$ cat config.mk
export PLATFORM = sky130hd
export DESIGN_NAME = aes_share_driver
export DESIGN_NICKNAME = d
export VERILOG_FILES = /design/src/rtl/aes_share_driver.sv
export SDC_FILE = /design/constraint.sdc
export NUM_CORES = 2
export LEC_CHECK = 0
export ABC_AREA = 0
export ABC_CLOCK_PERIOD_IN_PS = 7030
export CORE_AREA = 10 10 311 313
export DETAILED_ROUTE_END_ITERATION = 8
export DIE_AREA = 0 0 321 323
export HOLD_SLACK_MARGIN = 0.08
export PLACE_DENSITY_LB_ADDON = 0.05
export SETUP_SLACK_MARGIN = 0.05
export SYNTH_ARGS = -nofsm -noshare
export SYNTH_HDL_FRONTEND = slang
export SYNTH_SLANG_ARGS = --single-unit
$ cat constraint.sdc
create_clock -name clk -period 7.03 [get_ports clk]
set_clock_uncertainty 0.2 [all_clocks]
set_input_delay 1.7575 -clock clk [delete_from_list [all_inputs] [get_ports clk]]
set_output_delay 1.7575 -clock clk [all_outputs]
set_load 0.01 [all_outputs]
$ cat src/rtl/aes_share_driver.sv
// Splits plaintext/key into two Boolean shares, streams them byte-serially to a masked AES core
// and gathers the returned ciphertext shares. Optional watchdog enabled by SHARE_DRIVER_TIMEOUT_EN.
module aes_share_driver (
    input  logic         clk,
    input  logic         rst,
    input  logic         start,
    input  logic [127:0] pt,
    input  logic [127:0] key,
    input  logic [127:0] mask_pt,
    input  logic [127:0] mask_key,
    output logic         ready,
    output logic [7:0]   plain0,
    output logic [7:0]   plain1,
    output logic [7:0]   key0,
    output logic [7:0]   key1,
    output logic         pk_valid,
    input  logic         done_in,
    input  logic [7:0]   cipher0_in,
    input  logic [7:0]   cipher1_in,
    output logic [127:0] ct0,
    output logic [127:0] ct1,
    output logic         ct_valid,
    output logic         timeout
);
    typedef enum logic [2:0] {S_IDLE, S_LOAD, S_WAIT, S_COLLECT, S_DONE} state_t;

    state_t     state_q, state_d;
    logic [3:0] cnt_q, cnt_d, cnt_inc;
    logic [7:0] pt_b [16];
    logic [7:0] key_b [16];
    logic [7:0] mpt_b [16];
    logic [7:0] mkey_b [16];
    logic [7:0] ptm_q [16];
    logic [7:0] ptm_d [16];
    logic [7:0] ptr_q [16];
    logic [7:0] ptr_d [16];
    logic [7:0] keym_q [16];
    logic [7:0] keym_d [16];
    logic [7:0] keyr_q [16];
    logic [7:0] keyr_d [16];
    logic [7:0] ct0_q [16];
    logic [7:0] ct0_d [16];
    logic [7:0] ct1_q [16];
    logic [7:0] ct1_d [16];
    logic [7:0] plain0_q, plain0_d, plain1_q, plain1_d;
    logic [7:0] key0_q, key0_d, key1_q, key1_d;
    logic       wd_hit;
    logic       store;

    assign cnt_inc = cnt_q + 4'd1;

    genvar gi;
    generate
        for (gi = 0; gi < 16; gi++) begin : g_byte
            assign pt_b[gi]               = pt[127-8*gi -: 8];
            assign key_b[gi]              = key[127-8*gi -: 8];
            assign mpt_b[gi]              = mask_pt[127-8*gi -: 8];
            assign mkey_b[gi]             = mask_key[127-8*gi -: 8];
            assign ct0[127-8*gi -: 8]     = ct0_q[gi];
            assign ct1[127-8*gi -: 8]     = ct1_q[gi];
        end
    endgenerate

`ifdef SHARE_DRIVER_TIMEOUT_EN
    logic [11:0] wd_q, wd_d;

    // Watchdog only runs while waiting on the core; every strobe restarts it.
    always_comb begin
        wd_d = '0;
        if ((state_q == S_WAIT || state_q == S_COLLECT) && !wd_hit && !done_in)
            wd_d = wd_q + 12'd1;
    end

    always_ff @(posedge clk) begin
        if (rst) wd_q <= '0;
        else     wd_q <= wd_d;
    end

    assign wd_hit  = (wd_q == 12'hFFF);
    assign timeout = wd_hit;
`else
    assign wd_hit  = 1'b0;
    assign timeout = 1'b0;
`endif

    // State register
    always_ff @(posedge clk) begin
        if (rst) begin
            state_q <= S_IDLE;
            cnt_q   <= '0;
        end else begin
            state_q <= state_d;
            cnt_q   <= cnt_d;
        end
    end

    // Next-state logic
    always_comb begin
        state_d = state_q;
        cnt_d   = cnt_q;
        case (state_q)
            S_IDLE: begin
                if (start) begin
                    state_d = S_LOAD;
                    cnt_d   = '0;
                end
            end
            S_LOAD: begin
                cnt_d = cnt_inc;
                if (cnt_q == 4'd15) begin
                    state_d = S_WAIT;
                    cnt_d   = '0;
                end
            end
            S_WAIT, S_COLLECT: begin
                if (wd_hit) begin
                    state_d = S_IDLE;
                    cnt_d   = '0;
                end else if (done_in) begin
                    state_d = S_COLLECT;
                    cnt_d   = cnt_inc;
                    if (cnt_q == 4'd15) begin
                        state_d = S_DONE;
                        cnt_d   = '0;
                    end
                end
            end
            S_DONE: begin
                state_d = S_IDLE;
            end
            default: begin
                state_d = S_IDLE;
                cnt_d   = '0;
            end
        endcase
    end

    // Status outputs
    always_comb begin
        ready    = (state_q == S_IDLE);
        pk_valid = (state_q == S_LOAD);
        ct_valid = (state_q == S_DONE);
    end

    assign store = (state_q == S_WAIT || state_q == S_COLLECT) && done_in && !wd_hit;

    // Byte 0 is loaded straight from the inputs so the first share byte appears one cycle after start.
    always_comb begin
        ptm_d    = ptm_q;
        ptr_d    = ptr_q;
        keym_d   = keym_q;
        keyr_d   = keyr_q;
        ct0_d    = ct0_q;
        ct1_d    = ct1_q;
        plain0_d = '0;
        plain1_d = '0;
        key0_d   = '0;
        key1_d   = '0;
        if (state_q == S_IDLE && start) begin
            for (int i = 0; i < 16; i++) begin
                ptm_d[i]  = pt_b[i] ^ mpt_b[i];
                ptr_d[i]  = mpt_b[i];
                keym_d[i] = key_b[i] ^ mkey_b[i];
                keyr_d[i] = mkey_b[i];
            end
            plain0_d = ptm_d[0];
            plain1_d = ptr_d[0];
            key0_d   = keym_d[0];
            key1_d   = keyr_d[0];
        end else if (state_q == S_LOAD && cnt_q != 4'd15) begin
            plain0_d = ptm_q[cnt_inc];
            plain1_d = ptr_q[cnt_inc];
            key0_d   = keym_q[cnt_inc];
            key1_d   = keyr_q[cnt_inc];
        end
        if (store) begin
            ct0_d[cnt_q] = cipher0_in;
            ct1_d[cnt_q] = cipher1_in;
        end
    end

    always_ff @(posedge clk) begin
        if (rst) begin
            plain0_q <= '0;
            plain1_q <= '0;
            key0_q   <= '0;
            key1_q   <= '0;
            for (int i = 0; i < 16; i++) begin
                ptm_q[i]  <= '0;
                ptr_q[i]  <= '0;
                keym_q[i] <= '0;
                keyr_q[i] <= '0;
                ct0_q[i]  <= '0;
                ct1_q[i]  <= '0;
            end
        end else begin
            plain0_q <= plain0_d;
            plain1_q <= plain1_d;
            key0_q   <= key0_d;
            key1_q   <= key1_d;
            ptm_q    <= ptm_d;
            ptr_q    <= ptr_d;
            keym_q   <= keym_d;
            keyr_q   <= keyr_d;
            ct0_q    <= ct0_d;
            ct1_q    <= ct1_d;
        end
    end

    assign plain0 = plain0_q;
    assign plain1 = plain1_q;
    assign key0   = key0_q;
    assign key1   = key1_q;

endmodule

==> results.json <==
{
  "status": "complete, no violations",
  "drive_gt1_frac": 0.0802,
  "vdd_drop_max_uv": 149,
  "synth_cells": 3785,
  "clk_latency_ns": 0.64,
  "clock_sinks": 807,
  "cap_violations": 0,
  "hp-class": "reg2reg",
  "cts_tree": "built",
  "rrSetupSlack_ns": 3.02,
  "routed_wl_um": 139000,
  "cts-root-buf": "clkbuf_16",
  "ant_nets": 0,
  "crit_family": "flip-flops",
  "synth_area_um2": 33700,
  "syn-num-nets": 4321,
  "startpoint_type": "register",
  "portBuffers": 822,
  "hold_viol_final": 0,
  "setup_violations": 0,
  "place_area_um2": 42600,
  "cp.required_ns": 5.07,
  "setup_tns_ns": 0,
  "syn_to_final_growth_pct": 35.5,
  "avgSynthCellArea_um2": 8.91,
  "yosysSeqAreaShare": 0.479,
  "fin_crit_ns": 4.29,
  "grt_overflow": 0,
  "p_per_area_nw_per_um2": 248,
  "rsz0062_at_grt": "false",
  "p_total_mw": 11.3,
  "coreArea_um2": 90800,
  "ys_top_cells_by_count": "nand2_1, dfxtp_1, a21oi_1",
  "r2r-start": "cnt_q[0]",
  "grt_pass1_vias": 28600,
  "synth_most_common_cell": "nand2_1",
  "via_count": 29400,
  "synth.largest_area_cell": "dfxtp_1",
  "final-max-slew-violation-count": 0,
  "cts_buffer_depth": 3,
  "rr_worst_depth": 8,
  "endpoint_kind": "output pin",
  "synth_area_leaders": "dfxtp_1, nand2_1, mux4_2, a21oi_1, xnor2_1",
  "grt_max_degree": 209,
  "path_cells": "and2_1 -> clkdlybuf4s50_1",
  "grtUsageTotal": 0.255,
  "worstPathMaxFanout": 21,
  "worst_pin_slew_ns": 1.27,
  "drtPass1Iterations": 5,
  "initial_core_util": 0.371,
  "stdcell_area_um2": 45700,
  "worstSetupPathType": "reg2out",
  "yosys_warnings": 0,
  "multi_input_area_um2": 16200,
  "cts_made_buffers": 91,
  "p_leak_nw": 15.6,
  "cts_resized": 0,
  "hpwl_um": 102000,
  "path_clk_slew_ns": 0.06,
  "yosysUniqueCellTypes": 43,
  "die-area_um2": 104000,
  "viasPerCell": 5.15,
  "hp-start": "keyr_q[74]",
  "cts_setup_buffers": 0,
  "synthFlopType": "dfxtp_1",
  "antenna_found_initial": 39,
  "timing.critical_path.buf_inv": 1,
  "hold_end": "keyr_q[74]",
  "rows": 111,
  "die-width_um": 321,
  "fill_cells": 8875,
  "wl_per_cell_um": 24.4,
  "cpPeakStageDelay_ns": 0.79,
  "grt_pass1_wl_um": 198000,
  "synth-edff-count": 0,
  "fin_nets": 4963,
  "cts_hold_buf": 0,
  "timing.rr.end": "plain1[5]",
  "drc": 0,
  "die_h_um": 323,
  "first_iter_violations": 2526,
  "yosysTopAreaCellShare": 0.479,
  "hold_depth": 2,
  "regArea_um2": 16200,
  "max_freq_mhz": 233,
  "place.gp.congestion": 0.843,
  "io_pins": 824,
  "crit_slowest_cell": "dfxtp_1",
  "ys_seq_elements": 807,
  "synth-async-reset-ratio": 0,
  "cts-htree-levels": 3,
  "crit_arrival_ns": 2.33,
  "min_period_over_period": 0.610,
  "max_slew_margin": 0.151
}
==> per-stage QoR <==
stage               worst slack [ns]  utilization  cells  hold WS (ns)
floorplan                       3.76            -   3785         0.233
global placement                2.33        0.469   5520         0.239
detailed placement              2.35        0.469   5520         0.243
CTS                             2.71        0.503   5689         0.251
global route                    2.67        0.503   5706         0.266
finish                          2.74        0.503   5710         0.250
==> where the power goes <==
group / switching [mW] / total (mW) / internal (mW)
Clock: 1.98 / 4.91 / 2.94
Combinational: 0.761 / 1.48 / 0.722
Sequential: 0.132 / 4.94 / 4.81
Total: 2.87 / 11.3 / 8.47
==> final cells by class <==
class	count	share of cell area
multi-input cells	2658	0.355
well taps	1186	0.0325
flip-flops and latches	807	0.354
clock buffers	146	0.0601
diodes	21	0.00115
repair buffers	867	0.190
inverters	2	0.000164
clock inverters	23	0.00734
==> per-layer routing <==
layer | global-route usage | wire length [µm] | vias to the layer above
li1 | - | - | 14200
met1 | 0.313 | 57100 | 14000
met2 | 0.428 | 67400 | 924
met3 | 0.0663 | 10100 | 212
met4 | 0.0956 | 4390 | 28
met5 | 0 | 200 | -
==> kinds of logic (layout without fill, tap and decap cells) <==
kind of cell,after synthesis,in the layout,share of synthesized area
muxes,193,193,0.106
adders and majority gates,4,4,0.00148
other,1,22,0.000111
and+or+nand+nor,1373,1373,0.158
AOI/OAI and AO/OA,827,827,0.146
buffers and inverters,320,1038,0.0420
DFF,807,807,0.479
xor gates and xnor gates,260,260,0.0681
==> flip-flops by register name, indices dropped and copies added, names as in the netlist <==
register / cells
ct1: 128
plain1: 8
keyr_q: 128
ptr_q: 128
key0: 8
key1: 8
state_q: 3
plain0: 8
ptm_q: 128
ct0: 128
cnt_q: 4
keym_q: 128
==> layout by cell type, fill, tap and decap left out, types with 21 or more instances in the layout <==
cell type and instances:
a211oi_1 258, a21oi_1 514, buf_4 35, clkbuf_1 31
clkbuf_16 93, clkbuf_8 22, clkdlybuf4s50_1 821, dfxtp_1 806
diode_2 21, mux2_2 32, mux2i_1 33, mux4_2 128
nand2_1 1042, nand3_1 22, nor2_1 277, xnor2_1 256
==> worst register-to-register path: cells and delay by family, from the launching register on <==
| kind | cells | cell delay, ns |
|---|---|---|
| flops | 1 | 0.90 |
| buf+inv | 3 | 1.01 |
| mux | 2 | 0.86 |
| fa+ha+maj | 1 | 0.60 |
| compound gates | 2 | 0.28 |
==> how the worst max path moves through the flow <==
stage | start | depth (start not counted) | slack, ns | end
floorplan | cnt_q[0] | 12 | 3.76 | key1[0]
global placement | start | 4 | 2.33 | plain0[5]
detailed placement | start | 4 | 2.35 | plain0[0]
CTS | state_q[2] | 2 | 2.71 | ct_valid
global route | state_q[2] | 2 | 2.67 | ct_valid
finish | state_q[2] | 2 | 2.74 | ct_valid
Power figures use the tool's default switching activity.
